### src/rtl/phase_detector_multi_fifo.sv
// Multi-channel phase detector: each clk_in edge is timed against the preceding clk_ref edge and
// the resulting {ch, ref_cnt, phase} tag is queued in a FWFT FIFO. Optional macro: PD_ALMOST_EMPTY_EN.
module phase_detector_multi_fifo #(
    parameter int NUM_CH          = 4,
    parameter int PHASE_W         = 5,
    parameter int REF_CNT_W       = 3,
    parameter int FIFO_DEPTH      = 16,
    parameter int ALMOST_EMPTY_TH = 2,
    localparam int CH_W  = (NUM_CH > 1) ? $clog2(NUM_CH) : 1,
    localparam int TAG_W = CH_W + REF_CNT_W + PHASE_W,
    localparam int AW    = $clog2(FIFO_DEPTH)
) (
    input  logic              clk_sample,
    input  logic              rst,
    input  logic              clk_ref,
    input  logic [NUM_CH-1:0] clk_in,
    input  logic [NUM_CH-1:0] ch_enable,
    input  logic              rd_en,
    input  logic              clr_overflow,
    output logic [TAG_W-1:0]  data_out,
    output logic              empty,
    output logic              full,
    output logic              almost_empty,
    output logic [AW:0]       level,
    output logic              overflow
);

    typedef enum logic {IDLE, COUNT} state_t;

    localparam logic [PHASE_W-1:0] PH_MAX = '1;

    logic [NUM_CH:0]          sync_p0, sync_p1, sync_p2;
    logic [NUM_CH:0]          pulse;
    logic                     ref_pulse;
    logic [NUM_CH-1:0]        ch_pulse;
    logic [REF_CNT_W-1:0]     ref_cnt;
    logic [NUM_CH-1:0]        cap_v;
    logic [TAG_W-1:0]         cap_tag [NUM_CH];
    logic [NUM_CH-1:0]        hold_vld;
    logic [TAG_W-1:0]         hold_tag [NUM_CH];
    logic [NUM_CH-1:0]        grant;
    logic [NUM_CH-1:0]        drop;
    logic [CH_W-1:0]          grant_idx;
    logic [CH_W-1:0]          rr_ptr;
    logic                     wr_en;
    logic [TAG_W-1:0]         wr_data;
    logic                     rd_acc;
    logic [AW-1:0]            wr_ptr, rd_ptr;
    logic [AW:0]              level_nxt;
    logic [TAG_W-1:0]         mem [FIFO_DEPTH];

    // Stage boundary: two-flop synchroniser plus edge-detect register; MSB carries clk_ref.
    always_ff @(posedge clk_sample or negedge rst) begin
        if (!rst) begin
            sync_p0 <= '0;
            sync_p1 <= '0;
            sync_p2 <= '0;
        end else begin
            sync_p0 <= {clk_ref, clk_in};
            sync_p1 <= sync_p0;
            sync_p2 <= sync_p1;
        end
    end

    assign pulse     = sync_p1 & ~sync_p2;
    assign ref_pulse = pulse[NUM_CH];
    assign ch_pulse  = pulse[NUM_CH-1:0];

    always_ff @(posedge clk_sample or negedge rst) begin
        if (!rst)           ref_cnt <= '0;
        else if (ref_pulse) ref_cnt <= ref_cnt + 1'b1;
    end

    for (genvar i = 0; i < NUM_CH; i++) begin : g_ch
        state_t               state, state_nxt;
        logic [PHASE_W-1:0]   cnt, cnt_nxt;
        logic [REF_CNT_W-1:0] start_ref, start_ref_nxt;
        logic                 cap;
        logic [PHASE_W-1:0]   cap_phase;
        logic [REF_CNT_W-1:0] cap_ref;

        always_ff @(posedge clk_sample or negedge rst) begin
            if (!rst) begin
                state     <= IDLE;
                cnt       <= '0;
                start_ref <= '0;
            end else begin
                state     <= state_nxt;
                cnt       <= cnt_nxt;
                start_ref <= start_ref_nxt;
            end
        end

        // The ref-edge cycle is phase 0, so the counter already holds 1 in the first COUNT cycle.
        always_comb begin
            state_nxt     = state;
            cnt_nxt       = cnt;
            start_ref_nxt = start_ref;
            cap           = 1'b0;
            cap_phase     = cnt;
            cap_ref       = start_ref;
            case (state)
                IDLE: begin
                    if (ref_pulse && ch_enable[i]) begin
                        if (ch_pulse[i]) begin
                            cap       = 1'b1;
                            cap_phase = '0;
                            cap_ref   = ref_cnt;
                        end else begin
                            state_nxt     = COUNT;
                            cnt_nxt       = PHASE_W'(1);
                            start_ref_nxt = ref_cnt;
                        end
                    end
                end
                COUNT: begin
                    if (!ch_enable[i]) begin
                        state_nxt = IDLE;
                    end else if (ch_pulse[i]) begin
                        cap       = 1'b1;
                        state_nxt = IDLE;
                    end else if (ref_pulse) begin
                        cnt_nxt       = PHASE_W'(1);
                        start_ref_nxt = ref_cnt;
                    end else if (cnt == PH_MAX) begin
                        state_nxt = IDLE;
                    end else begin
                        cnt_nxt = cnt + 1'b1;
                    end
                end
                default: state_nxt = IDLE;
            endcase
        end

        assign cap_v[i]   = cap;
        assign cap_tag[i] = {CH_W'(i), cap_ref, cap_phase};
    end

    // Round-robin search begins one past the channel granted last.
    always_comb begin
        int idx;
        logic found;
        idx       = 0;
        found     = 1'b0;
        grant     = '0;
        grant_idx = rr_ptr;
        wr_data   = '0;
        for (int k = 1; k <= NUM_CH; k++) begin
            idx = int'(rr_ptr) + k;
            if (idx >= NUM_CH) idx = idx - NUM_CH;
            if (!found && !full && hold_vld[idx]) begin
                found      = 1'b1;
                grant[idx] = 1'b1;
                grant_idx  = CH_W'(idx);
                wr_data    = hold_tag[idx];
            end
        end
    end

    assign wr_en = |grant;
    assign drop  = cap_v & hold_vld & ~grant;

    always_ff @(posedge clk_sample or negedge rst) begin
        if (!rst) begin
            hold_vld <= '0;
            rr_ptr   <= CH_W'(NUM_CH - 1);
        end else begin
            for (int i = 0; i < NUM_CH; i++) begin
                if (cap_v[i] && (!hold_vld[i] || grant[i])) hold_vld[i] <= 1'b1;
                else if (grant[i])                          hold_vld[i] <= 1'b0;
            end
            if (wr_en) rr_ptr <= grant_idx;
        end
    end

    always_ff @(posedge clk_sample) begin
        for (int i = 0; i < NUM_CH; i++) begin
            if (cap_v[i] && (!hold_vld[i] || grant[i])) hold_tag[i] <= cap_tag[i];
        end
    end

    // Stage boundary: tag FIFO write/read.
    assign rd_acc = rd_en && !empty;

    always_comb begin
        level_nxt = level;
        if (wr_en && !rd_acc)      level_nxt = level + 1'b1;
        else if (!wr_en && rd_acc) level_nxt = level - 1'b1;
    end

    always_ff @(posedge clk_sample) begin
        if (wr_en) mem[wr_ptr] <= wr_data;
    end

    always_ff @(posedge clk_sample or negedge rst) begin
        if (!rst) begin
            wr_ptr <= '0;
            rd_ptr <= '0;
            level  <= '0;
        end else begin
            if (wr_en)  wr_ptr <= wr_ptr + 1'b1;
            if (rd_acc) rd_ptr <= rd_ptr + 1'b1;
            level <= level_nxt;
        end
    end

    assign empty    = (level == '0);
    assign full     = (level == (AW+1)'(FIFO_DEPTH));
    assign data_out = empty ? '0 : mem[rd_ptr];

    always_ff @(posedge clk_sample or negedge rst) begin
        if (!rst)              overflow <= 1'b0;
        else if (|drop)        overflow <= 1'b1;
        else if (clr_overflow) overflow <= 1'b0;
    end

`ifdef PD_ALMOST_EMPTY_EN
    always_ff @(posedge clk_sample or negedge rst) begin
        if (!rst) almost_empty <= 1'b1;
        else      almost_empty <= (int'(level_nxt) <= ALMOST_EMPTY_TH);
    end
`else
    assign almost_empty = 1'b0;
`endif

endmodule

### config.mk
export PLATFORM = sky130hd
export DESIGN_NAME = phase_detector_multi_fifo
export DESIGN_NICKNAME = d
export VERILOG_FILES = /design/src/rtl/phase_detector_multi_fifo.sv
export SDC_FILE = /design/constraint.sdc
export NUM_CORES = 1
export LEC_CHECK = 0
export CORE_AREA = 2 2 205 207
export CTS_CLUSTER_DIAMETER = 80
export DETAILED_ROUTE_END_ITERATION = 8
export DIE_AREA = 0 0 207 209
export PLACE_DENSITY = 0.47
export SYNTH_ARGS = -nofsm -noshare
export SYNTH_HDL_FRONTEND = slang
export SYNTH_SLANG_ARGS = --single-unit
### constraint.sdc
create_clock -name clk_sample -period 10.05 [get_ports clk_sample]
set_clock_uncertainty 0.1 [all_clocks]
set_input_delay 2.01 -clock clk_sample [delete_from_list [all_inputs] [get_ports clk_sample]]
set_output_delay 2.01 -clock clk_sample [all_outputs]
set_load 0.01 [all_outputs]
### Word level (Yosys, flattened, before mapping)

Memory sizes are Yosys's and may differ from the RTL's.
Cells that the tools add are included.

| cells by class | value |
|---|---|
| reduce and logical (&&, ||, !) cells | 56 |
| bitwise operators | 12 |
| mux-type cells | 179 |
| order comparisons | 12 |
| equality and inequality tests | 29 |
| add/subtract/negate cells | 17 |

Operators by type and width:

| cell | count |
|---|---|
| $mux W5 | 38 |
| $ge A32 B1 Y1 const B | 4 |
| $lt A32 B4 Y1 const B | 4 |
| $mux W32 | 4 |
| $mux W3 | 29 |
| $mux W1 | 71 |
| $mux W10 | 5 |
| $ne A2 B2 Y1 const B | 20 |
| $pmux W5 S2 | 4 |
| $reduce_and A5 Y1 | 8 |
| $add A5 B1 Y5 const B | 5 |
| $eq A5 B5 Y1 const B | 5 |
| $pmux W3 S2 | 4 |
| $logic_and A1 B1 Y1 | 22 |
| $mux W4 | 4 |
| $pmux W1 S2 | 8 |
| $ne A3 B3 Y1 const B | 4 |
| $or A4 B4 Y4 | 3 |
| $reduce_bool A2 Y1 | 6 |
| $sub A3 B3 Y4 const B | 3 |
| $logic_not A1 Y1 | 11 |
| $ge A3 B3 Y1 const B | 3 |
| $add A4 B1 Y4 const B | 2 |
| $and A4 B4 Y4 | 2 |
| 19 further kinds | 36 |

| word-level totals | value |
|---|---|
| bits of input ports | 13 |
| bits in writable memories | 200 |
| flip-flop bits (word level) | 74 |
| memories | 2 |
| output and inout port bits | 19 |
| word-level logic and storage cells | 332 |

Memories:

| name | depth | width | rd ports | clocked after memory_dff | write ports | line | source |
|---|---|---|---|---|---|---|---|
| mem | 16 | 10 | 1 | 0 | 1 | 50 | `logic [TAG_W-1:0] mem [FIFO_DEPTH];` |
| hold_tag | 4 | 10 | 4 | 0 | 4 | 40 | `logic [TAG_W-1:0] hold_tag [NUM_CH];` |

### Logic depth before layout (Yosys ltp)

Gate-level depths: netlist (run 1).

| logic depth | value |
|---|---|
| depth in word-level cells | 25 |
| mapped depth | 21 |
| gate-level depth less buffers | 16 |

### Least setup slack after synthesis (run 1)

OpenSTA, ideal clock, no wires.

| timing | value |
|---|---|
| path type | reg2reg |
| start point | reg rr_ptr[1] |
| end point | reg level[4] |
| clock period less this slack | 4.977 ns |
| path slack | 5.073 ns |
| arrival time | 4.747 ns |
| path buffers | 4 |
| data required time | 9.820 ns |
| stages on the path, launching flop included | 21 |
| setup time | 0.130 ns |
| path through | dfstp_2 buf_1 clkbuf_1 inv_1 ha_1 clkbuf_1 nor2b_1 a2111oi_0 o21ai_1 a22oi_1 a21oi_1 nand2_2 buf_4 ha_1 inv_1 fa_1 a21o_1 a21oi_1 xnor2_1 nor2_1 xor2_1 |

| between the ends | value |
|---|---|
| cells in the longest elaborated chain, start to end | 24 |
| elaborated cells on any way between the ends | 74 |
| classes of those cells | add/sub: 8; order compare: 12; mux: 32; bitwise: 3; reduce/logical: 19 |

Ends and longest elaborated chain:

| element | line | source |
|---|---|---|
| start: declaration | 44 | `logic [CH_W-1:0] rr_ptr;` |
| start signal: assignment | 166 | `rr_ptr <= CH_W'(NUM_CH - 1);` |
| start signal: assignment | 172 | `if (wr_en) rr_ptr <= grant_idx;` |
| parallel branches: the longest is 19 deep, another holds $ge A32 B1 Y1 | - |  |
| $mux W4 (*) | 151 | `if (!found && !full && hold_vld[idx]) begin` |
| $reduce_or A4 Y1 (*) | 160 | `assign wr_en = \|grant;` |
| via wr_en | 45 | `logic wr_en;` |
| $logic_not A1 Y1 | 188 | `else if (!wr_en && rd_acc) level_nxt = level - 1'b1;` |
| $logic_and A1 B1 Y1 | 188 |  |
| $reduce_bool A2 Y1 (no source line) | - |  |
| end signal: assignment | 203 | `level <= level_nxt;` |
| end: declaration | 24 | `output logic [AW:0] level,` |

Mark *: on every way through the listed nets, which the timed path passes. The select of a mux whose other input is x is not followed.
A chain may end at the register's enable or synchronous reset.

### Worst setup path in the final report (run 1)

| timing | value |
|---|---|
| start point | reg rr_ptr[0] |
| end point | reg level[4] |

| between the ends | value |
|---|---|
| cells in the longest elaborated chain, start to end | 24 |
| elaborated cells on any way between the ends | 74 |
| classes of those cells | add/sub: 8; order compare: 12; mux: 32; bitwise: 3; reduce/logical: 19 |

Ends and longest elaborated chain:

| element | line |
|---|---|
| parallel branches: the longest is 19 deep, another holds $ge A32 B1 Y1 | - |
| $mux W4 (*) | 151 |
| $reduce_or A4 Y1 (*) | 160 |
| $logic_not A1 Y1 | 188 |
| $logic_and A1 B1 Y1 | 188 |
| $reduce_bool A2 Y1 (no source line) | - |

Every way passes the cells marked *. The select of a mux whose other input is x is not followed.

==> results of run 1 <==
==> placed cells by master (no fill, tap or decap), types with 20 or more instances in the layout <==
cell	Yosys	layout
sky130_fd_sc_hd__nor2b_1	20	20
sky130_fd_sc_hd__nor2_1	22	22
sky130_fd_sc_hd__dfrtp_1	72	70
sky130_fd_sc_hd__edfxtp_1	192	192
sky130_fd_sc_hd__nand2_1	49	49
sky130_fd_sc_hd__mux4_2	84	84
sky130_fd_sc_hd__and2_1	21	21
sky130_fd_sc_hd__nand4_1	23	23
sky130_fd_sc_hd__inv_1	23	23
sky130_fd_sc_hd__ha_1	26	26
sky130_fd_sc_hd__clkbuf_16	0	29
sky130_fd_sc_hd__clkdlybuf4s50_1	0	29
sky130_fd_sc_hd__mux2_2	26	26
==> power groups by stage <==
stage,clock network [uW],logic [uW],registers [uW]
after floorplan,0,1610,1920
after global placement,0,2130,2030
after detailed placement,0,2140,2030
after CTS,1080,2150,2010
after global routing,1130,2340,2040
final,1050,2100,2000
==> cells by family (layout without fill, tap and decap cells) <==
kind of cell	after synthesis	in the layout	synth area share [%]
xor+xnor	21	21	1.50
flops	266	266	62.3
mux	115	115	18.3
fa+ha+maj	27	27	2.82
buf+inv	68	114	2.44
simple gates	199	199	9.06
compound gates	64	64	3.53
other cells	1	1	0.0307
==> registers in the layout (all words and copies together), names as in the netlist <==
register,cells
g_ch.cnt,20
hold_vld,4
overflow,1
ref_cnt,3
level,5
g_ch.state,4
sync_p1,5
hold_tag,32
g_ch.start_ref,12
rr_ptr,2
rd_ptr,4
sync_p0,5
sync_p2,5
mem,160
wr_ptr,4
==> routing by layer <==
layer / wire, um / share of wire, %
met1: 11800 / 46
met2: 12500 / 49
met3: 789 / 3.1
met4: 458 / 1.8
met5: 0 / 0
==> area by class of cell <==
| type | instances | area share [%] |
|---|---|---|
| Clock inverter | 12 | 1.08 |
| Clock buffer | 41 | 5.58 |
| Multi-Input combinational cell | 427 | 30.8 |
| Timing Repair Buffer | 38 | 2.56 |
| Inverter | 23 | 0.617 |
| Tap cell | 539 | 4.82 |
| Sequential cell | 266 | 54.5 |
==> worst register-to-register path, delay by kind of cell (launching register included) <==
kind                       cells  cell delay [ns]
adders and majority gates      3             1.67
and+or+nand+nor                2             0.38
muxes                          1             0.56
AOI/OAI and AO/OA              5             1.39
DFF                            1             0.51
xor gates and xnor gates       2             0.27
buffers and inverters          3             0.93
==> worst min-delay path by stage <==
stage               slack (ns)        from    endpoint  cells past startpoint
global placement          0.23  sync_p0[1]  sync_p1[1]                      0
finish                    0.25  sync_p0[0]  sync_p1[0]                      0
detailed placement        0.23  sync_p0[0]  sync_p1[0]                      0
floorplan                 0.23  sync_p0[0]  sync_p1[0]                      0
CTS                       0.25  sync_p0[0]  sync_p1[0]                      0
global route              0.26  sync_p0[1]  sync_p1[1]                      0
==> stage by stage <==
step           area [um2]  total power, uW  std cells  hold WS [ns]
6_report            14000             5150       1346         0.246
5_1_grt             14000             5510       1346         0.257
3_5_place_dp        13100             4170       1293         0.235
4_1_cts             14000             5240       1346         0.248
3_3_place_gp        13100             4160       1293         0.233
2_1_floorplan       12200             3520        761         0.231
==> flow_summary.html, run 1 <==
<table>
<tr><th>Metric</th><th>Value</th></tr>
<tr><th colspan="2">Route</th></tr>
<tr><td>Average detailed-routed wire length per instance</td><td>18.9 um</td></tr>
<tr><td>Number of DRC markers after the initial detailed-route iteration</td><td>291</td></tr>
<tr><td>Average vias per placed instance</td><td>4.80</td></tr>
<tr><td>Post-route antenna net violation count</td><td>0</td></tr>
<tr><td>DRC errors left</td><td>0</td></tr>
<tr><td>Total number of vias</td><td>6461</td></tr>
<tr><td>Total wirelength of the detailed-routed design</td><td>25500 um</td></tr>
<tr><td>Drt pass-1 iters</td><td>4</td></tr>
<tr><th colspan="2">Setup path</th></tr>
<tr><td>Reg2reg end</td><td>level[4]</td></tr>
<tr><td>Startpoint-to-endpoint class of the critical path</td><td>reg -&gt; reg</td></tr>
<tr><td>Kind of end point of the critical path</td><td>flip-flop</td></tr>
<tr><td>Cell chain of the critical path</td><td>buf_4 -&gt; inv_1 -&gt; ha_1 -&gt; mux4_2 -&gt; a211oi_1 -&gt; o21a_1 -&gt; a21oi_1 -&gt; nand2_2 -&gt; ha_1 -&gt; inv_1 -&gt; fa_1 -&gt; a21o_1 -&gt; a21oi_1 -&gt; xnor2_1 -&gt; nor2_1 -&gt; xor2_1</td></tr>
<tr><td>Last element of the critical path</td><td>level[4]</td></tr>
<tr><td>Setup slack, reg-to-reg</td><td>4.10 ns</td></tr>
<tr><td>Worst Reg2Reg Path Length in Cells</td><td>16</td></tr>
<tr><td>Delay contributed by the slowest stage of the critical path</td><td>1.01 ns</td></tr>
<tr><td>Worst path top cell family by delay</td><td>adder cells</td></tr>
<tr><td>Stages on worst setup path</td><td>16</td></tr>
<tr><td>Number of buffer and inverter stages on the critical path</td><td>3</td></tr>
<tr><td>Highest fanout seen on the critical path</td><td>46</td></tr>
<tr><td>FF-to-FF Start</td><td>rr_ptr[0]</td></tr>
<tr><td>Critical path origin</td><td>rr_ptr[0]</td></tr>
<tr><td>Slowest cell on the critical path</td><td>sky130_fd_sc_hd__ha_1</td></tr>
<tr><td>Nature of the critical path startpoint</td><td>flip-flop</td></tr>
<tr><td>Data arrival time at the worst-slack endpoint</td><td>6.28 ns</td></tr>
<tr><td>Worst Path Required</td><td>10.38 ns</td></tr>
<tr><th colspan="2">Pwr</th></tr>
<tr><td>Clock network power share</td><td>20.4%</td></tr>
<tr><td>Switching power summed over all nets</td><td>1790 uW</td></tr>
<tr><td>Internal cell power</td><td>3350 uW</td></tr>
<tr><td>Relative contribution of combinational cells to total power</td><td>40.8%</td></tr>
<tr><td>Peak supply drop</td><td>0.174 mV</td></tr>
<tr><td>Flop pwr share</td><td>38.8%</td></tr>
<tr><td>Sw Ratio</td><td>34.9%</td></tr>
<tr><td>Pleak</td><td>0.00493 uW</td></tr>
<tr><td>PD cells</td><td>368 nW/um2</td></tr>
<tr><th colspan="2">Global routing</th></tr>
<tr><td>Global Route met1 Usage</td><td>16.1%</td></tr>
<tr><td>Met2 Resource Use GR</td><td>19.9%</td></tr>
<tr><td>Final global-route overflow total</td><td>0</td></tr>
<tr><td>Largest net degree at the start of global routing</td><td>47</td></tr>
<tr><td>Antenna violations before repair</td><td>0</td></tr>
<tr><td>Grt peak-use layer</td><td>met2</td></tr>
<tr><td>Vias in the first global route</td><td>6636</td></tr>
<tr><td>Global router's overall resource usage</td><td>11.9%</td></tr>
<tr><td>Global-route wire length before repair</td><td>40200 um</td></tr>
<tr><td>GR Layer Usage met3</td><td>2.21%</td></tr>
<tr><th colspan="2">Finish</th></tr>
<tr><td>Area occupied by multi-input gates</td><td>4310 um2</td></tr>
<tr><td>Fillcell total</td><td>4002</td></tr>
<tr><td># diodes</td><td>0</td></tr>
<tr><td>Storage element area</td><td>7620 um2</td></tr>
<tr><td>Util after Layout</td><td>33.9%</td></tr>
<tr><td>Layout cell share with drive strength beyond 1</td><td>20.7%</td></tr>
<tr><td>Area added between synthesis and finish</td><td>14.3%</td></tr>
<tr><td>Count of nets after finishing</td><td>825</td></tr>
<tr><th colspan="2">Clock network</th></tr>
<tr><td>Cells resized by post-CTS repair</td><td>0</td></tr>
<tr><td>Cts bufs inserted</td><td>29</td></tr>
<tr><td>Post-CTS setup repair buffer count</td><td>0</td></tr>
<tr><td>Clock tree buffer depth</td><td>3</td></tr>
<tr><td>TritonCTS clock tree</td><td>built</td></tr>
<tr><td>Root Buffer Master</td><td>sky130_fd_sc_hd__clkbuf_16</td></tr>
<tr><td>Post-cts hold buffer count</td><td>0</td></tr>
<tr><td>Number of sinks driven by the clock tree</td><td>266</td></tr>
<tr><td>Clk slew on worst S/H paths</td><td>0.06 ns</td></tr>
<tr><td># H-tree levels</td><td>1</td></tr>
<tr><td>Worst skew pair latency</td><td>0.57 ns</td></tr>
<tr><th colspan="2">Floorplanning</th></tr>
<tr><td>Standard-cell rows</td><td>75</td></tr>
<tr><td>Height of the die</td><td>209 um</td></tr>
<tr><td>Total core area</td><td>41300 um2</td></tr>
<tr><td>Die Wd</td><td>207 um</td></tr>
<tr><td>Starting Density</td><td>29.6%</td></tr>
<tr><td>Die Outline Area</td><td>43300 um2</td></tr>
<tr><td>Count of boundary I/O pins</td><td>32</td></tr>
<tr><th colspan="2">Job</th></tr>
<tr><td>Max-cap violations</td><td>0</td></tr>
<tr><th colspan="2">STA</th></tr>
<tr><td>Final TNS setup</td><td>0 ns</td></tr>
<tr><td>Post-layout minimum cycle time</td><td>5.95 ns</td></tr>
<tr><td>Share of the clock period used by the worst path</td><td>59.2%</td></tr>
<tr><td>Actual transition at the worst max-transition pin</td><td>1.22 ns</td></tr>
<tr><td>Highest attainable clock frequency</td><td>0.168 GHz</td></tr>
<tr><td>RSZ-0062 raised after global routing</td><td>false</td></tr>
<tr><td>Worst setup slack after layout</td><td>4.10 ns</td></tr>
<tr><td>Number of hold violations in the final report</td><td>0</td></tr>
<tr><td>Number of failing setup endpoints in the final timing report</td><td>0</td></tr>
<tr><td>Pins over their slew limit</td><td>0</td></tr>
<tr><td>Relative slew slack</td><td>18.3%</td></tr>
<tr><th colspan="2">Logic synthesis</th></tr>
<tr><td>Synthesized netlist net count</td><td>801</td></tr>
<tr><td>Yosys top cell by area</td><td>sky130_fd_sc_hd__edfxtp_1</td></tr>
<tr><td>Syn Std Cell Area</td><td>12200 um2</td></tr>
<tr><td>Synth top area cells</td><td>sky130_fd_sc_hd__edfxtp_1 (47%), sky130_fd_sc_hd__mux4_2 (15%), sky130_fd_sc_hd__dfrtp_1 (15%), sky130_fd_sc_hd__ha_1 (2.7%), sky130_fd_sc_hd__mux2_2 (2.4%)</td></tr>
<tr><td>Syn Inst Count</td><td>761</td></tr>
<tr><td>Top post-synthesis cells by count</td><td>sky130_fd_sc_hd__edfxtp_1 (192), sky130_fd_sc_hd__mux4_2 (84), sky130_fd_sc_hd__dfrtp_1 (72), sky130_fd_sc_hd__nand2_1 (49)</td></tr>
<tr><td>EDFF count, synth</td><td>192</td></tr>
<tr><td>Count leader, synth</td><td>sky130_fd_sc_hd__edfxtp_1</td></tr>
<tr><td>Async set-reset flop share out of synthesis</td><td>27.8%</td></tr>
<tr><td>Most common flop cell mapped by yosys</td><td>sky130_fd_sc_hd__edfxtp_1</td></tr>
<tr><td>Area share of the largest cell type after synthesis</td><td>47.1%</td></tr>
<tr><td>Count of state elements after synthesis</td><td>266</td></tr>
<tr><td>Proportion of synthesized chip area in sequential cells</td><td>62.3%</td></tr>
<tr><td>Warning count from the yosys run</td><td>0</td></tr>
<tr><td>Post-Synthesis Mean Instance Area</td><td>16.1 um2</td></tr>
<tr><td>Yosys cell types</td><td>55</td></tr>
<tr><th colspan="2">Status</th></tr>
<tr><td>Status</td><td>finished, final reports clean</td></tr>
<tr><th colspan="2">Place</th></tr>
<tr><td>Number of buffer cells added on primary ports</td><td>30</td></tr>
<tr><td>Setup WS pre-CTS</td><td>4.07 ns</td></tr>
<tr><td>Final Wtd Congestion</td><td>0.820</td></tr>
<tr><td>Detailed-placement wirelength estimate</td><td>16900 um</td></tr>
<tr><th colspan="2">Hold path</th></tr>
<tr><td>Min-Delay Path Class</td><td>reg -&gt; reg</td></tr>
</table>
(Power assumes the default switching activity.)
==> run 2, diff against run 1 <==
PLACE_DENSITY = 0.49   (was 0.47)
clock period = 5.38 ns   (was 10.05 ns; I/O delays follow)
==> flow_summary.html, run 2 (same netlist as run 1, synthesis figures left out) <==
<table>
<tr><th>Metric</th><th>Value</th></tr>
<tr><th colspan="2">Status</th></tr>
<tr><td>Status</td><td>finished, final reports clean</td></tr>
<tr><th colspan="2">Setup path</th></tr>
<tr><td>Worst Path Required</td><td>5.72 ns (-4.66 ns)</td></tr>
<tr><td>Highest fanout seen on the critical path</td><td>20 (-57%)</td></tr>
<tr><td>Kind of end point of the critical path</td><td>flip-flop</td></tr>
<tr><td>Startpoint-to-endpoint class of the critical path</td><td>reg -&gt; reg</td></tr>
<tr><td>Nature of the critical path startpoint</td><td>flip-flop</td></tr>
<tr><td>Worst Reg2Reg Path Length in Cells</td><td>16 (unchanged)</td></tr>
<tr><td>Data arrival time at the worst-slack endpoint</td><td>5.01 ns (-1.27 ns)</td></tr>
<tr><td>Setup slack, reg-to-reg</td><td>0.71 ns (-3.39 ns)</td></tr>
<tr><th colspan="2">STA</th></tr>
<tr><td>Hold_ws</td><td>0.249 ns (+0.00296 ns)</td></tr>
<tr><td>Pins over their slew limit</td><td>0 (unchanged)</td></tr>
<tr><td>Final TNS setup</td><td>0 ns (unchanged)</td></tr>
<tr><td>Worst setup slack after layout</td><td>0.708 ns (-3.39 ns)</td></tr>
<tr><td>Number of hold violations in the final report</td><td>0 (unchanged)</td></tr>
<tr><td>Actual transition at the worst max-transition pin</td><td>1.13 ns (-0.0942 ns)</td></tr>
<tr><td>Highest attainable clock frequency</td><td>0.214 GHz (+27%)</td></tr>
<tr><td>Share of the clock period used by the worst path</td><td>86.8% (+28 points)</td></tr>
<tr><td>Post-layout minimum cycle time</td><td>4.67 ns (-1.28 ns)</td></tr>
<tr><td>RSZ-0062 raised after global routing</td><td>false</td></tr>
<tr><td>Relative slew slack</td><td>24.6% (+6.3 points)</td></tr>
<tr><td>Number of failing setup endpoints in the final timing report</td><td>0 (unchanged)</td></tr>
<tr><th colspan="2">Clock network</th></tr>
<tr><td>Cells resized by post-CTS repair</td><td>0 (unchanged)</td></tr>
<tr><td>Clock tree buffer depth</td><td>3 (unchanged)</td></tr>
<tr><td>Number of sinks driven by the clock tree</td><td>266 (unchanged)</td></tr>
<tr><td>Post-cts hold buffer count</td><td>0 (unchanged)</td></tr>
<tr><td>Clk slew on worst S/H paths</td><td>0.06 ns (about the same)</td></tr>
<tr><td>TritonCTS clock tree</td><td>built</td></tr>
<tr><td># H-tree levels</td><td>1 (unchanged)</td></tr>
<tr><td>Root Buffer Master</td><td>sky130_fd_sc_hd__clkbuf_16</td></tr>
<tr><td>Post-CTS setup repair buffer count</td><td>0 (unchanged)</td></tr>
<tr><td>Worst skew pair latency</td><td>0.56 ns (about the same)</td></tr>
<tr><td>Cts bufs inserted</td><td>29 (unchanged)</td></tr>
<tr><th colspan="2">Floorplanning</th></tr>
<tr><td>Starting Density</td><td>29.6% (unchanged)</td></tr>
<tr><td>Height of the die</td><td>209 um (unchanged)</td></tr>
<tr><td>Die Wd</td><td>207 um (unchanged)</td></tr>
<tr><td>Count of boundary I/O pins</td><td>32 (unchanged)</td></tr>
<tr><td>Total core area</td><td>41300 um2 (unchanged)</td></tr>
<tr><td>Standard-cell rows</td><td>75 (unchanged)</td></tr>
<tr><td>Die Outline Area</td><td>43300 um2 (unchanged)</td></tr>
<tr><th colspan="2">Finish</th></tr>
<tr><td>Most common cell after layout, fill and taps aside</td><td>sky130_fd_sc_hd__edfxtp_1</td></tr>
<tr><td>Largest registers in the final layout</td><td>mem (160), hold_tag (32), g_ch.cnt (20)</td></tr>
<tr><td>Count of nets after finishing</td><td>830 (+0.61%)</td></tr>
<tr><td>Register with the most flip-flops</td><td>mem</td></tr>
<tr><td>Most frequent cells in the layout</td><td>sky130_fd_sc_hd__edfxtp_1 (192), sky130_fd_sc_hd__mux4_2 (84), sky130_fd_sc_hd__dfrtp_1 (70)</td></tr>
<tr><td>Area added between synthesis and finish</td><td>14.6%</td></tr>
<tr><td>Number of flip-flops under the largest register name</td><td>160 (unchanged)</td></tr>
<tr><td>Layout cell share with drive strength beyond 1</td><td>21.6% (+0.86 points)</td></tr>
<tr><td>Total non-filler cell area in the finished layout</td><td>14000 um2 (+0.23%)</td></tr>
<tr><td># diodes</td><td>0 (unchanged)</td></tr>
<tr><th colspan="2">Route</th></tr>
<tr><td>Total number of vias</td><td>6534 (+1.1%)</td></tr>
<tr><td>Drt pass-1 iters</td><td>5 (+1)</td></tr>
<tr><td>Post-route antenna net violation count</td><td>0 (unchanged)</td></tr>
<tr><td>Average vias per placed instance</td><td>4.84 (+0.76%)</td></tr>
<tr><td>Average detailed-routed wire length per instance</td><td>19.6 um (+3.6%)</td></tr>
<tr><td>Total wirelength of the detailed-routed design</td><td>26500 um (+4.0%)</td></tr>
<tr><td>Number of DRC markers after the initial detailed-route iteration</td><td>372 (+28%)</td></tr>
<tr><td>DRC errors left</td><td>0 (unchanged)</td></tr>
<tr><th colspan="2">Global routing</th></tr>
<tr><td>Final global-route overflow total</td><td>0 (unchanged)</td></tr>
<tr><td>Antenna violations before repair</td><td>0 (unchanged)</td></tr>
<tr><td>Global-route wire length before repair</td><td>41700 um (+3.7%)</td></tr>
<tr><td>Vias in the first global route</td><td>6728 (+1.4%)</td></tr>
<tr><td>Global router's overall resource usage</td><td>12.4% (+0.54 points)</td></tr>
<tr><td>Largest net degree at the start of global routing</td><td>60 (+28%)</td></tr>
<tr><th colspan="2">Pwr</th></tr>
<tr><td>Sw Ratio</td><td>35.2% (+0.33 points)</td></tr>
<tr><td>Switching power summed over all nets</td><td>3410 uW (+90%)</td></tr>
<tr><td>PD cells</td><td>692 nW/um2 (+88%)</td></tr>
<tr><td>Flop pwr share</td><td>39.4% (+0.6 points)</td></tr>
<tr><td>Relative contribution of combinational cells to total power</td><td>40.5% (-0.3 points)</td></tr>
<tr><td>Sum of internal, switching and leakage power</td><td>9700 uW (+88%)</td></tr>
<tr><td>Pleak</td><td>0.00496 uW (+0.58%)</td></tr>
<tr><td>Internal cell power</td><td>6290 uW (+87%)</td></tr>
<tr><td>Clock network power share</td><td>20.1% (-0.3 points)</td></tr>
<tr><td>Peak supply drop</td><td>0.245 mV (+41%)</td></tr>
<tr><th colspan="2">Job</th></tr>
<tr><td>Max-cap violations</td><td>0 (unchanged)</td></tr>
<tr><th colspan="2">Place</th></tr>
<tr><td>Number of buffer cells added on primary ports</td><td>30 (unchanged)</td></tr>
<tr><td>Setup WS pre-CTS</td><td>0.765 ns (-3.31 ns)</td></tr>
<tr><td>Placed standard-cell area</td><td>13100 um2 (+0.29%)</td></tr>
<tr><td>Detailed-placement wirelength estimate</td><td>17000 um (+0.22%)</td></tr>
<tr><td>Final Wtd Congestion</td><td>0.810 (-1.3%)</td></tr>
<tr><th colspan="2">Hold path</th></tr>
<tr><td>Min-Delay Path Class</td><td>reg -&gt; reg</td></tr>
<tr><td>Number of cells on the worst hold path</td><td>0 (unchanged)</td></tr>
</table>
[run 2: final timing paths]
path	from	to
max in group asynchronous	rst	rd_ptr[1]
min in group asynchronous	rst	sync_p0[0]
max reg2reg	rr_ptr[0]	level[4]
min	sync_p0[2]	sync_p1[2]
min reg2reg	sync_p0[2]	sync_p1[2]
max	rr_ptr[0]	level[4]
[run 2: through the flow]
stage | instances | util, %
after floorplan | 761 | -
after global placement | 1298 | 31.7
after detailed placement | 1298 | 31.7
after CTS | 1351 | 34.0
after global routing | 1351 | 34.0
final | 1351 | 34.0
[run 2: final cells by class]
cell class,instances,area (um2)
Fill cell,3966,27300
Sequential cell,266,7620
Multi-Input combinational cell,427,4310
Clock buffer,38,759
Tap cell,539,674
Timing Repair Buffer,43,395
Clock inverter,15,168
Inverter,23,86.3
[run 2: critical path: stages, from the launching register on]
cell	delay (ns)
sky130_fd_sc_hd__dfstp_2	0.63
sky130_fd_sc_hd__inv_1	0.15
sky130_fd_sc_hd__ha_1	0.46
sky130_fd_sc_hd__mux4_2	0.48
sky130_fd_sc_hd__a211oi_1	0.37
sky130_fd_sc_hd__o21ai_1	0.23
sky130_fd_sc_hd__a22oi_1	0.22
sky130_fd_sc_hd__a21oi_1	0.13
sky130_fd_sc_hd__nand2_2	0.32
sky130_fd_sc_hd__ha_1	0.25
sky130_fd_sc_hd__inv_1	0.11
sky130_fd_sc_hd__fa_1	0.41
sky130_fd_sc_hd__a21o_1	0.18
sky130_fd_sc_hd__a21oi_1	0.17
sky130_fd_sc_hd__xnor2_1	0.13
sky130_fd_sc_hd__nor2_1	0.06
sky130_fd_sc_hd__xor2_1	0.14
[run 2: power groups by stage]
stage	Combinational [uW]	Clock (uW)	Sequential [uW]
floorplan	3000	0	3580
finish	3920	1950	3820
CTS	3980	2010	3840
global route	4340	2090	3900
global placement	3950	0	3870
detailed placement	3970	0	3880
[run 2: routing by layer]
metal	vias up	GRT usage, %	wire length (um)	share of wire [%]
li1	3029	-	-	-
met1	3366	16.5	11900	45
met2	109	21.5	13400	51
met3	30	2.01	811	3.1
met4	0	2.49	386	1.5
met5	-	0	0	0
==> run 3, diff against run 2 <==
CTS_CLUSTER_DIAMETER = 30   (was 80)
==> flow_summary.html, run 3 (same netlist as run 1, synthesis figures left out) <==
<table>
<tr><th>Metric</th><th>Value</th></tr>
<tr><th colspan="2">STA</th></tr>
<tr><td>Share of the clock period used by the worst path</td><td>86.4% (-0.44 points)</td></tr>
<tr><td>RSZ-0062 raised after global routing</td><td>false</td></tr>
<tr><td>Final TNS setup</td><td>0 ns (unchanged)</td></tr>
<tr><td>Number of failing setup endpoints in the final timing report</td><td>0 (unchanged)</td></tr>
<tr><td>Hold_ws</td><td>0.246 ns (-0.00302 ns)</td></tr>
<tr><td>Actual transition at the worst max-transition pin</td><td>1.14 ns (+0.00873 ns)</td></tr>
<tr><td>Pins over their slew limit</td><td>0 (unchanged)</td></tr>
<tr><td>Relative slew slack</td><td>24.0% (-0.58 points)</td></tr>
<tr><td>Number of hold violations in the final report</td><td>0 (unchanged)</td></tr>
<tr><td>Highest attainable clock frequency</td><td>0.215 GHz (+0.51%)</td></tr>
<tr><td>Post-layout minimum cycle time</td><td>4.65 ns (-0.0239 ns)</td></tr>
<tr><th colspan="2">Route</th></tr>
<tr><td>Post-route antenna net violation count</td><td>0 (unchanged)</td></tr>
<tr><td>DRC errors left</td><td>0 (unchanged)</td></tr>
<tr><td>Total number of vias</td><td>6760 (+3.5%)</td></tr>
<tr><td>Number of DRC markers after the initial detailed-route iteration</td><td>377 (+1.3%)</td></tr>
<tr><td>Average detailed-routed wire length per instance</td><td>19.2 um (-2.0%)</td></tr>
<tr><td>Total wirelength of the detailed-routed design</td><td>27100 um (+2.5%)</td></tr>
<tr><td>Average vias per placed instance</td><td>4.78 (-1.1%)</td></tr>
<tr><td>Drt pass-1 iters</td><td>4 (-1)</td></tr>
<tr><th colspan="2">Floorplanning</th></tr>
<tr><td>Die Wd</td><td>207 um (unchanged)</td></tr>
<tr><td>Standard-cell rows</td><td>75 (unchanged)</td></tr>
<tr><td>Total core area</td><td>41300 um2 (unchanged)</td></tr>
<tr><td>Starting Density</td><td>29.6% (unchanged)</td></tr>
<tr><td>Height of the die</td><td>209 um (unchanged)</td></tr>
<tr><td>Count of boundary I/O pins</td><td>32 (unchanged)</td></tr>
<tr><td>Die Outline Area</td><td>43300 um2 (unchanged)</td></tr>
<tr><th colspan="2">Clock network</th></tr>
<tr><td>Post-CTS setup repair buffer count</td><td>0 (unchanged)</td></tr>
<tr><td>TritonCTS clock tree</td><td>built</td></tr>
<tr><td>Cells resized by post-CTS repair</td><td>0 (unchanged)</td></tr>
<tr><td>Post-cts hold buffer count</td><td>0 (unchanged)</td></tr>
<tr><td>Cts bufs inserted</td><td>61 (+110%)</td></tr>
<tr><td>Root Buffer Master</td><td>sky130_fd_sc_hd__clkbuf_16</td></tr>
<tr><td>Number of sinks driven by the clock tree</td><td>266 (unchanged)</td></tr>
<tr><td>Worst skew pair latency</td><td>0.58 ns (+0.02 ns)</td></tr>
<tr><td>Clk slew on worst S/H paths</td><td>0.05 ns (about the same)</td></tr>
<tr><td>Clock tree buffer depth</td><td>3 (unchanged)</td></tr>
<tr><td># H-tree levels</td><td>2 (+1)</td></tr>
<tr><th colspan="2">Setup path</th></tr>
<tr><td>Cell chain of the critical path</td><td>buf_4 -&gt; mux4_2 -&gt; mux4_2 -&gt; nor2b_1 -&gt; clkdlybuf4s50_1</td></tr>
<tr><td>Data arrival time at the worst-slack endpoint</td><td>3.47 ns (-1.54 ns)</td></tr>
<tr><td>Highest fanout seen on the critical path</td><td>21 (+5.0%)</td></tr>
<tr><td>Worst Reg2Reg Path Length in Cells</td><td>16 (unchanged)</td></tr>
<tr><td>Worst path top cell family by delay</td><td>multiplexers</td></tr>
<tr><td>FF-to-FF Start</td><td>rr_ptr[0]</td></tr>
<tr><td>Slowest cell on the critical path</td><td>sky130_fd_sc_hd__dfrtp_2</td></tr>
<tr><td>Startpoint-to-endpoint class of the critical path</td><td>reg -&gt; out</td></tr>
<tr><td>Worst Path Required</td><td>4.20 ns (-1.52 ns)</td></tr>
<tr><td>Delay contributed by the slowest stage of the critical path</td><td>0.81 ns (+0.18 ns)</td></tr>
<tr><td>Nature of the critical path startpoint</td><td>flip-flop</td></tr>
<tr><td>Setup slack, reg-to-reg</td><td>0.74 ns (+0.03 ns)</td></tr>
<tr><td>Kind of end point of the critical path</td><td>output port</td></tr>
<tr><td>Most common cell on crit path</td><td>sky130_fd_sc_hd__mux4_2</td></tr>
<tr><td>Reg2reg end</td><td>level[4]</td></tr>
<tr><td>Number of buffer and inverter stages on the critical path</td><td>2 (unchanged)</td></tr>
<tr><th colspan="2">Global routing</th></tr>
<tr><td>GR Layer Usage met3</td><td>2.66% (+0.65 points)</td></tr>
<tr><td>Global-route wire length before repair</td><td>42800 um (+2.4%)</td></tr>
<tr><td>Met2 Resource Use GR</td><td>21.5% (+0.023 points)</td></tr>
<tr><td>Global Route met1 Usage</td><td>16.6% (+0.11 points)</td></tr>
<tr><td>Antenna violations before repair</td><td>0 (unchanged)</td></tr>
<tr><td>Vias in the first global route</td><td>7066 (+5.0%)</td></tr>
<tr><td>Final global-route overflow total</td><td>0 (unchanged)</td></tr>
<tr><td>Largest net degree at the start of global routing</td><td>60 (unchanged)</td></tr>
<tr><td>Grt peak-use layer</td><td>met2</td></tr>
<tr><td>Global router's overall resource usage</td><td>12.8% (+0.41 points)</td></tr>
<tr><th colspan="2">Hold path</th></tr>
<tr><td>Launch point of the worst hold path</td><td>sync_p0[2]</td></tr>
<tr><td>Worst Hold Endpoint</td><td>sync_p1[2]</td></tr>
<tr><td>Number of cells on the worst hold path</td><td>0 (unchanged)</td></tr>
<tr><td>Min-Delay Path Class</td><td>reg -&gt; reg</td></tr>
<tr><th colspan="2">Finish</th></tr>
<tr><td>Number of flip-flops under the largest register name</td><td>160 (unchanged)</td></tr>
<tr><td>Count of nets after finishing</td><td>862 (+3.9%)</td></tr>
<tr><td>Fillcell total</td><td>3866 (-2.5%)</td></tr>
<tr><td># diodes</td><td>0 (unchanged)</td></tr>
<tr><td>Area added between synthesis and finish</td><td>25.2%</td></tr>
<tr><td>Area occupied by multi-input gates</td><td>4310 um2 (unchanged)</td></tr>
<tr><td>Layout cell share with drive strength beyond 1</td><td>27.3% (+5.8 points)</td></tr>
<tr><td>Storage element area</td><td>7620 um2 (unchanged)</td></tr>
<tr><td>Register with the most flip-flops</td><td>mem</td></tr>
<tr><td>Most common cell after layout, fill and taps aside</td><td>sky130_fd_sc_hd__edfxtp_1</td></tr>
<tr><td>Most frequent cells in the layout</td><td>sky130_fd_sc_hd__edfxtp_1 (192), sky130_fd_sc_hd__mux4_2 (84), sky130_fd_sc_hd__dfrtp_1 (70)</td></tr>
<tr><td>Largest registers in the final layout</td><td>mem (160), hold_tag (32), g_ch.cnt (20)</td></tr>
<tr><th colspan="2">Pwr</th></tr>
<tr><td>Peak supply drop</td><td>0.300 mV (+23%)</td></tr>
<tr><td>Pleak</td><td>0.00557 uW (+12%)</td></tr>
<tr><td>PD cells</td><td>762 nW/um2 (+10%)</td></tr>
<tr><th colspan="2">Place</th></tr>
<tr><td>Final Wtd Congestion</td><td>0.810 (unchanged)</td></tr>
<tr><td>Number of buffer cells added on primary ports</td><td>30 (unchanged)</td></tr>
<tr><td>Detailed-placement wirelength estimate</td><td>17000 um (unchanged)</td></tr>
<tr><th colspan="2">Status</th></tr>
<tr><td>Status</td><td>finished, final reports clean</td></tr>
<tr><th colspan="2">Job</th></tr>
<tr><td>Max-cap violations</td><td>0 (unchanged)</td></tr>
</table>
-- run 3: cell count changes in the layout (fill, tap and decap cells not counted) --
cell / before / now
sky130_fd_sc_hd__clkinv_1: 4 / 7
sky130_fd_sc_hd__clkinv_4: 1 / 10
sky130_fd_sc_hd__clkinvlp_4: 0 / 8
sky130_fd_sc_hd__inv_6: 1 / 3
sky130_fd_sc_hd__bufinv_16: 3 / 13
sky130_fd_sc_hd__clkbuf_16: 29 / 62
sky130_fd_sc_hd__clkinv_2: 5 / 6
sky130_fd_sc_hd__clkbuf_1: 9 / 4
sky130_fd_sc_hd__clkinv_8: 0 / 1
-- run 3: power by group --
| group | leakage (uW) | internal [uW] | total, uW | switching, uW |
|---|---|---|---|---|
| combinational | 0.00185 | 1740 | 3920 | 2180 |
| sequential | 0.00266 | 3410 | 3830 | 422 |
| clock | 0.00106 | 2730 | 3930 | 1200 |
-- run 3: through the flow --
step / power [uW] / util [%] / cells / instance area [um2] / worst slack (ns)
CTS: 11800 / 37.1 / 1413 / 15300 / 0.623
detailed placement: 7850 / 31.7 / 1298 / 13100 / 0.765
floorplan: 6580 / - / 761 / 12200 / 0.403
finish: 11700 / 37.1 / 1413 / 15300 / 0.731
global placement: 7820 / 31.7 / 1298 / 13100 / 0.837
global route: 12400 / 37.1 / 1413 / 15300 / 0.410
-- run 3: worst reg2reg max path: cells and delay by family, from the launching register on --
kind	cells	cell delay, ns
and+or+nand+nor	2	0.37
xor gates and xnor gates	2	0.27
muxes	1	0.48
buffers and inverters	2	0.26
AOI/OAI and AO/OA	6	1.30
adders and majority gates	3	1.13
DFF	1	0.62
-- run 3: per-layer routing --
metal	wire, um	share of wire (%)
met1	11800	44
met2	13600	50
met3	1290	4.7
met4	468	1.7
met5	0	0
-- run 3: worst max path at each step --
stage                     depth (start not counted)      start          end  slack (ns)
after global placement                           16  rr_ptr[0]     level[4]        0.84
after floorplan                                  20  rr_ptr[1]     level[4]        0.40
after detailed placement                         16  rr_ptr[0]     level[4]        0.76
after global routing                             16  rr_ptr[0]     level[4]        0.41
final                                             5  rd_ptr[0]  data_out[7]        0.73
after CTS                                         5  rd_ptr[0]  data_out[7]        0.62
-- run 3: layout make-up --
class / instances / share of cell area [%]
inverter: 23 / 0.564
tap: 539 / 4.40
sequential: 266 / 49.8
timing repair buffer: 43 / 2.58
clock inverter: 49 / 4.29
multi-input combinational: 427 / 28.2
clock buffer: 66 / 10.2
